--- src/rtl/cic_decim30.sv ---
// Third-order CIC decimator, R=30, M=1: integrators run on the base-band enable,
// a four-state comb sequencer produces one audio sample per capture.
module cic_decim30 #(
  parameter int W_IN  = 16,
  parameter int W_OUT = 16,
  parameter int W_ACC = 31
) (
  input  logic                    clk240m,
  input  logic                    reset_n,
  input  logic                    en960k,
  input  logic                    en32k,
  input  logic signed [W_IN-1:0]  in_data,
  output logic signed [W_OUT-1:0] out_data,
  output logic                    out_valid,
  output logic                    err
);

  if (W_ACC < W_IN + 15) begin : g_bad_w_acc
    $error("cic_decim30: W_ACC must be at least W_IN+15");
  end

  typedef enum logic [1:0] {IDLE, C1, C2, C3} state_t;

  state_t                   state_q, state_d;
  logic signed [W_ACC-1:0]  i1_q, i1_d, i2_q, i2_d, i3_q, i3_d;
  logic signed [W_ACC-1:0]  w_q, w_d;
  logic signed [W_ACC-1:0]  xp1_q, xp1_d, xp2_q, xp2_d, xp3_q, xp3_d;
  logic signed [W_ACC-1:0]  d3;
  logic signed [W_OUT-1:0]  out_data_q, out_data_d;
  logic                     out_valid_q, out_valid_d;
  logic                     err_q, err_d;

  function automatic logic signed [W_ACC-1:0] sext_in(input logic signed [W_IN-1:0] x);
    return {{(W_ACC-W_IN){x[W_IN-1]}}, x};
  endfunction

  // Keep the top W_OUT bits: plain truncation, i.e. floor toward -inf.
  function automatic logic signed [W_OUT-1:0] trunc_out(input logic signed [W_ACC-1:0] d);
    return d[W_ACC-1 -: W_OUT];
  endfunction

  always_comb begin
    state_d     = state_q;
    i1_d        = i1_q;
    i2_d        = i2_q;
    i3_d        = i3_q;
    w_d         = w_q;
    xp1_d       = xp1_q;
    xp2_d       = xp2_q;
    xp3_d       = xp3_q;
    out_data_d  = out_data_q;
    out_valid_d = 1'b0;
    err_d       = err_q;
    d3          = w_q - xp3_q;

    // Integrator stage: every source term is the pre-update value.
    if (en960k) begin
      i1_d = i1_q + sext_in(in_data);
      i2_d = i2_q + i1_q;
      i3_d = i3_q + i2_q;
    end

    if (en32k && (!en960k || state_q != IDLE)) err_d = 1'b1;

    // Comb stages: w carries x, D1, D2 through C1..C3.
    case (state_q)
      IDLE: begin
        if (en32k && en960k) begin
          w_d     = i3_q;
          state_d = C1;
        end
      end
      C1: begin
        w_d     = w_q - xp1_q;
        xp1_d   = w_q;
        state_d = C2;
      end
      C2: begin
        w_d     = w_q - xp2_q;
        xp2_d   = w_q;
        state_d = C3;
      end
      C3: begin
        xp3_d       = w_q;
        out_data_d  = trunc_out(d3);
        out_valid_d = 1'b1;
        state_d     = IDLE;
      end
      default: state_d = IDLE;
    endcase
  end

  always_ff @(posedge clk240m or negedge reset_n) begin
    if (!reset_n) begin
      state_q     <= IDLE;
      i1_q        <= '0;
      i2_q        <= '0;
      i3_q        <= '0;
      w_q         <= '0;
      xp1_q       <= '0;
      xp2_q       <= '0;
      xp3_q       <= '0;
      out_data_q  <= '0;
      out_valid_q <= 1'b0;
      err_q       <= 1'b0;
    end else begin
      state_q     <= state_d;
      i1_q        <= i1_d;
      i2_q        <= i2_d;
      i3_q        <= i3_d;
      w_q         <= w_d;
      xp1_q       <= xp1_d;
      xp2_q       <= xp2_d;
      xp3_q       <= xp3_d;
      out_data_q  <= out_data_d;
      out_valid_q <= out_valid_d;
      err_q       <= err_d;
    end
  end

  assign out_data  = out_data_q;
  assign out_valid = out_valid_q;
  assign err       = err_q;

endmodule

--- config.mk ---
export PLATFORM = sky130hd
export DESIGN_NAME = cic_decim30
export DESIGN_NICKNAME = d
export VERILOG_FILES = /design/src/rtl/cic_decim30.sv
export SDC_FILE = /design/constraint.sdc
export NUM_CORES = 1
export LEC_CHECK = 0
export ABC_AREA = 1
export CAP_MARGIN = 20
export CORE_UTILIZATION = 40
export CTS_BUF_LIST = sky130_fd_sc_hd__clkbuf_16
export DETAILED_ROUTE_END_ITERATION = 10
export GPL_TIMING_DRIVEN = 0
export PLACE_DENSITY_LB_ADDON = 0.2
export RECOVER_POWER = 25
export SKIP_LAST_GASP = 1
export SLEW_MARGIN = 20
export SYNTH_ARGS = -nofsm -noshare
export SYNTH_HDL_FRONTEND = slang
export SYNTH_SLANG_ARGS = --single-unit
--- constraint.sdc ---
create_clock -name clk240m -period 2.55 [get_ports clk240m]
set_input_delay 0.51 -clock clk240m [delete_from_list [all_inputs] [get_ports clk240m]]
set_output_delay 0.51 -clock clk240m [all_outputs]
set_load 0.01 [all_outputs]
* Word level (Yosys, flattened, before mapping) *
Index checks and enable logic that the tools add are counted.
W data, S select, Z words.

word-level totals
  latch bits = 0
  RAM bits = 0
  ROM bits = 0
  word-level logic and storage cells = 34
  input bits = 20
  flip-flop bits (word level) = 237
  output and inout bits = 18
  memories kept = 0

operators by class
  $mul = 0
  reduce and logical (&&, ||, !) cells = 8
  $lt $le $gt $ge = 0
  bitwise operators = 0
  muxes and demuxes = 5
  divide/modulo/power cells = 0
  add/sub/neg operators = 6
  shifts and indexed selects = 0
  equality and inequality tests = 4

operators with widths
  operator              number
  $pmux W31 S3          1
  $sub A31 B31 Y31      3
  $add A31 B31 Y31      2
  $add A31 B16 Y31      1
  $mux W31              1
  $pmux W2 S4           1
  $eq A2 B2 Y1 const B  2
  $reduce_bool A3 Y1    1
  $eq A2 B1 Y1 const B  1
  $logic_and A1 B1 Y1   2
  $logic_not A2 Y1      1
  $mux W2               1
  $ne A2 B2 Y1 const B  1
  $reduce_and A2 Y1     1
  $reduce_bool A2 Y1    1
  $logic_not A1 Y1      1
  $logic_or A1 B1 Y1    1
  $mux W1               1

* Depth between registers and ports, before layout *
Gate-level depths: netlist of run 1.

  depth in word-level cells = 3
  mapped depth = 20
  depth with buffers taken out = 18

* Least setup slack after synthesis of run 1 *
OpenSTA, ideal clock, no wires.

  kind = register to register
  start point = reg state_q[0]
  end point = reg w_q[16]
  path buffers = 2
  slack = -0.133 ns
  library setup time = 0.116 ns
  data required time = 2.434 ns
  cell stages (with the launch flop) = 20
  period minus slack after synthesis = 2.683 ns
  arrival time = 2.567 ns
  cell sequence = dfrtp_1 inv_1 ha_1 buf_2 buf_1 nand2_1 o21ai_0 ha_1 fa_1 inv_1 nand3_1 nand3_1 nand2_1 nand2_1 nand2_1 nand2_1 xnor2_1 nand2_1 nand2_1 nand2_1

between the ends
  word-level cells in the longest chain between the ends = 3
  elaborated cells on any way between the ends = 7
  those cells by class = 3 x eq/ne; 1 x mux; 3 x reduce/logical

RTL lines
  what                                                                 line  RTL
  from (decl)                                                          24    state_t state_q, state_d;
  from (signal assigned)                                               107   state_q <= state_d;
  $eq A2 B2 Y1, or another cell as far along                           66    case (state_q)
  $reduce_bool A3 Y1 (no line) / $ne A2 B2 Y1 (equally long branches)  -
  $reduce_and A2 Y1 (no line)                                          -
  to (signal assigned)                                                 111   w_q <= w_d;
  to (decl)                                                            26    logic signed [W_ACC-1:0] w_q, w_d;

Several ways; a longest one is shown, not always the timed one.
A chain may end at the register's enable or synchronous reset.

* Worst setup path after layout of run 1 *
  start point = reg state_q[0]
  end point = reg w_q[19]

The elaborated chain is that of the path after synthesis.

==> run metrics, run 1 <==
status finished with violations; failing checks setup timing; share of cells above drive strength 1 13.75%; RSZ-0062 raised after global routing yes; Setup TNS Final -0.7560 ns; Final Hold Vio Count 0; TritonCTS clock tree yes; first-pass GRT wire length roughly 100000 um; vias in the first global route 19760; total global routing overflow 0; drt wl/cell 17.55 um; n_diodes 0; slew margin rel. 37.52%; total track usage ~27%; nets about 3400; WL final 68160 um; DRT antenna net count 0; largest net degree at the start of global routing around 80; Worst EP required 2.97 ns; via/cell ratio 5.191; Synth-to-Final Area Change 20.82%; Port Buffers 36; met3 wire length between 2000 and 2500 um; Finished Layout Cells between 3000 and 4000; Setup CP Type register to register; Worst R2R Setup Slack -0.09 ns; PnR worst setup slack -0.08774 ns; Worst-Skew Late Latency ~0.55 ns; Synth Net Count 3243; IO Count 38; post-layout min period 2.638 ns; Synth cell types 42; HPWL after detailed placement about 54000 um; CP Capture Type register; placer congestion estimate around 0.96; met2 WL 34900 um; Cell Area, Synth 19660 sq um; fin crit share 103.4%; Root Driver clkbuf_16; initial antenna violation count 0; clock skew 0.02722 ns; CP max FO 7; Hold Path Class primary input to async pin; final core utilization between 40% and 50%; wl on met1 27330 um; synth warn 0; Finish-stage setup viols 18; placed insts 3760; Die Ht 223.7 um; # fillers 4870; max-cap viol count 0; Fin Hold WS 0.4098 ns; Slew Viols, Final 0; first-pass detailed-route iteration total 6; Sink Count 237; Post-route DRC 0; DRT iter0 DRCs 1190; highest clock rate 379.1 MHz; Syn Inst Count 3065; uppermost layer routed met4; H-tree depth 2; crit path DAT between 3 and 4 ns; sequential fraction of the synthesis area a little under a third; startpoint type of the worst setup path register; Clk pin slew, worst setup/hold paths 0.06 ns; Cell Rows 80; cts bufs inserted 34; core area 48150 sq um; worst slew pin tran 0.9372 ns; Horiz. Die Dim 223.7 um; Initial Util 40.82%; post-synthesis sequential element count 237; Bufs on Longest Clock Path 3; die area between 50000 and 60000 sq um; Syn Area/Cell 6.413 sq um; Vias 20160
==> metal layers <==
layer / vias to the layer above / track usage [%]
li1: 10050 / -
met3: 172 / 3.069
met1: 9494 / 29.60
met5: - / 0
met2: 441 / 50.07
met4: 0 / 14.36
==> timing repair <==
| action | 4_1_cts | 5_1_grt |
|---|---|---|
| endpoints found under the setup margin | 35 | 27 |
| resized for setup | 157 | 206 |
| hold buffers | 1 | 0 |
| pin swaps | 57 | 97 |
| cloned | 0 | 4 |
| setup buffers | 32 | 26 |
| hold endpoints to repair | 35 | 0 |
==> placed cells by master, fill, tap and decap left out, types with 12 or more instances in the layout <==
| cell type | n |
|---|---|
| ha_4 | 22 |
| clkbuf_16 | 38 |
| ha_1 | 127 |
| nand2_2 | 102 |
| nand2_4 | 25 |
| nand3_1 | 181 |
| inv_1 | 439 |
| xnor2_1 | 39 |
| nand4_1 | 31 |
| nor3_1 | 22 |
| o21bai_1 | 12 |
| nor2_2 | 15 |
| a21oi_2 | 13 |
| nor2_4 | 12 |
| mux2_2 | 29 |
| nand3b_1 | 13 |
| nand2_1 | 989 |
| nor2_1 | 207 |
| o21ai_0 | 206 |
| clkdlybuf4s50_1 | 34 |
| nand3_2 | 13 |
| a21oi_1 | 151 |
| inv_2 | 21 |
| buf_2 | 13 |
| o21ai_1 | 20 |
| buf_4 | 56 |
| clkbuf_1 | 28 |
| dfrtp_1 | 237 |
| o21ai_2 | 26 |
==> critical path, cell delays in order (launching register included) <==
cell and delay [ns]:
dfrtp_1 0.38, inv_2 0.09, ha_4 0.24, buf_12 0.18
clkbuf_16 0.15, nand2_1 0.06, o21ai_2 0.08, ha_4 0.25
nand2_4 0.10, inv_2 0.05, a21oi_4 0.26, nand3_4 0.19
nand2_2 0.11, nand2_1 0.06, nand2_1 0.05, nand3_1 0.06
nand2_1 0.12, nand2_1 0.05
==> through the flow <==
stage               instance area [sq um]  setup slack (ns)
floorplan                           19670          0.001465
global placement                    20850            -9.605
detailed placement                  20940           -0.9830
CTS                                 22760           -0.1048
global route                        23750           -0.2134
finish                              23750          -0.08774
==> flip-flops by register name (all words and copies together), names as in the netlist <==
| name | count |
|---|---|
| out_data | 16 |
| state_q | 2 |
| w_q | 31 |
| i3_q | 31 |
| i2_q | 31 |
| xp1_q | 31 |
| err | 1 |
| xp3_q | 31 |
| xp2_q | 31 |
| out_valid | 1 |
| i1_q | 31 |
==> logic make-up after synthesis <==
kind of cell | count (synthesis) | synth area share (%)
AND/OR/NAND/NOR | 1632 | 34.08
buffers and inverters | 513 | 9.943
AO/OA/AOI/OAI | 449 | 11.83
flip-flops | 237 | 30.17
adder cells (fa/ha/maj) | 158 | 10.21
XOR/XNOR | 47 | 2.094
multiplexers | 29 | 1.661
==> synthesized netlist by cell type (all sizes together) <==
cell type,n,area share [%]
a21oi,168,4.3
or2,3,0.095
ha,154,9.8
nand4,31,0.99
and3,1,0.032
nand3,201,5.3
a21o,3,0.11
xnor2,40,1.8
a31oi,4,0.13
fa,4,0.41
mux2,29,1.7
buf,25,0.62
clkbuf,33,0.63
dfrtp,237,30
nor2,234,4.5
o21ai,253,6.5
o22ai,2,0.064
o21bai,13,0.50
o211ai,5,0.22
nor3,25,0.71
nand2,1116,22
inv,455,8.7
nor4,3,0.095
nand3b,13,0.50
o21a,1,0.038
and2,5,0.17
xor2,7,0.31
==> layout make-up <==
| class | count | area, sq um | share of cell area, % |
|---|---|---|---|
| clock inverters | 27 | 220.2 | 0.9273 |
| repair buffers | 102 | 978.4 | 4.120 |
| flip-flops and latches | 237 | 5931 | 24.98 |
| well taps | 656 | 820.8 | 3.456 |
| clock buffers | 34 | 850.8 | 3.583 |
| plain buffers | 58 | 361.6 | 1.523 |
| inverters | 455 | 1708 | 7.192 |
| multi-input cells | 2315 | 12880 | 54.22 |
==> path summary, 6_finish.rpt <==
kind                            startpoint        to  cells after the start
worst max-delay path            state_q[0]   w_q[19]                     17
worst min-delay path               reset_n  xp3_q[0]                      2
worst max register to register  state_q[0]   w_q[19]                     17
worst min register to register         err       err                      1
max in group asynchronous          reset_n  i3_q[30]                      5
min in group clk240m                   err       err                      1
Power of run 1 is not shown: default switching activity piles up to over one toggle a cycle in this logic, so the estimate is an artifact.
==> run 2, diff against run 1 <==
- PLACE_DENSITY: not set -> 0.58
- PLACE_DENSITY_LB_ADDON: 0.2 -> not set
==> run metrics, run 2 (synthesis gave the netlist of run 1 again) <==
R2R Path Start state_q[1]; Final Hold Vio Count 0; die area 50030 sq um; placer congestion estimate 0.9595; share of cells above drive strength 1 11.46%; most frequent cells in the layout 1020 x nand2_1, 450 x inv_1, 237 x dfrtp_1, 211 x o21ai_0, 206 x nor2_1; core area just under 50000 sq um; HPWL after detailed placement 53250 um; PnR worst setup slack -0.08755 ns; largest net degree at the start of global routing 85; CP max stage delay about 0.41 ns; total track usage roughly a quarter; first-pass detailed-route iteration total 6; Finish-stage setup viols 13; n_diodes 0; clock skew 0.02351 ns; via/cell ratio 5.134; initial antenna violation count 0; slew margin rel. between 30% and 40%; nets 3376; Initial Util ~41%; highest clock rate 379.1 MHz; RSZ-0062 raised after global routing yes; failing checks setup timing; IO Count 38; Slew Viols, Final 0; WL final 66520 um; Worst EP required 2.99 ns; Synth-to-Final Area Change 18.79%; Die Ht 223.7 um; Sink Count ~240; max-cap viol count 0; Root Driver clkbuf_16; Post-route DRC 0; CP Capture Type register; Worst R2R Setup Slack -0.09 ns; Most Frequent Cell on Critical Path nand2_1; status finished with violations; # fillers 4982; Reg2Reg Capture Point w_q[24]; first-pass GRT wire length 104300 um; H-tree depth 2; total global routing overflow 0; Reg2Reg Depth 16; CP max-delay cell dfrtp_1; worst slew pin tran 0.9172 ns; post-layout min period 2.638 ns; TritonCTS clock tree yes; Bufs on Longest Clock Path 3; Clk pin slew, worst setup/hold paths 0.06 ns; Setup TNS Final -0.5561 ns; DRT antenna net count 0; Setup CP Type register to register; drt wl/cell approximately 17 um; DRT iter0 DRCs 1088; Hold Path Class primary input to async pin; Worst-Skew Late Latency 0.55 ns; Vias 19890; crit path DAT 3.08 ns; CP max FO 9; vias in the first global route 19840; startpoint type of the worst setup path register; critical path, cell by cell ha_4 -> buf_12 -> clkbuf_16 -> nand2_1 -> o21ai_0 -> ha_1 -> nand2_2 -> buf_4 -> nor2_4 -> nand2_1 -> inv_1 -> nand2_1 -> nand4_1 -> nand3_1 -> nand2_1 -> nand2_1; Cell Rows 80; fin crit share 103.4%; Horiz. Die Dim between 200 and 250 um; cts bufs inserted 34; Port Buffers 36; commonest non-fill, non-tap cell in the layout nand2_1
-- run 2: cell count changes in the layout (fill, tap and decap cells not counted), moves of 4 or more --
cell	previous run	this run
nand2_1	989	1020
ha_1	127	139
inv_1	439	450
inv_2	21	9
o21ai_0	206	211
ha_2	5	1
ha_4	22	14
o21ai_1	20	25
nand2_4	25	14
nand2_2	102	81
o21ai_2	26	14
-- run 2: area by class of cell --
cell class	count	area, sq um	area share (%)
buffer	57	369.1	1.581
multi-input combinational	2315	12580	53.90
clock buffer	35	875.8	3.751
clock inverter	22	145.1	0.6216
inverter	455	1710	7.325
timing repair buffer	98	912.1	3.907
sequential	237	5931	25.40
tap	656	820.8	3.515
-- run 2: worst max path at each step --
| stage | startpoint | endpoint | slack, ns | cells past startpoint |
|---|---|---|---|---|
| final | state_q[1] | w_q[24] | -0.09 | 16 |
| after global routing | state_q[0] | w_q[28] | -0.24 | 19 |
| after CTS | state_q[1] | w_q[28] | -0.10 | 15 |
| after detailed placement | state_q[0] | w_q[27] | -1.00 | 18 |
| after global placement | reset_n | i2_q[29] | -9.77 | 1 |
| after floorplan | state_q[0] | w_q[17] | 0.001 | 19 |
-- run 2: critical path, delay by kind of cell (launching register included) --
kind	cells	cell delay, ns
AOI/OAI and AO/OA	1	0.10
adders and majority gates	2	0.60
buffers and inverters	4	0.54
DFF	1	0.41
and+or+nand+nor	9	0.87
-- run 2: metal layers --
| layer | share of wire, % | GRT usage [%] |
|---|---|---|
| met1 | 40 | 29.48 |
| met2 | 51 | 49.56 |
| met3 | 2.9 | 3.030 |
| met4 | 5.7 | 14.78 |
| met5 | 0 | 0 |
-- run 2: timing repair --
action | in CTS | in global routing
hold endpoints to repair | 32 | 0
setup endpoints to repair | 34 | 26
pin swaps | 57 | 61
gates resized for setup | 162 | 108
hold buffers | 1 | 0
cloned | 1 | 1
setup buffers | 38 | 18
-- run 2: through the flow --
step / cells / hold WS [ns] / setup WS [ns] / utilization, % / instance area [sq um]
6_report: 3875 / 0.3929 / -0.08755 / 48.50 / 23350
5_1_grt: 3875 / 0.3991 / -0.2445 / 48.50 / 23350
4_1_cts: 3857 / 0.3973 / -0.1032 / 47.45 / 22850
3_5_place_dp: 3760 / 0.3882 / -1.001 / 43.48 / 20940
3_3_place_gp: 3757 / 0.4482 / -9.765 / 43.30 / 20850
2_1_floorplan: 3065 / 0.2144 / 0.001465 / - / 19670
Power of run 2 is left out for the same reason.
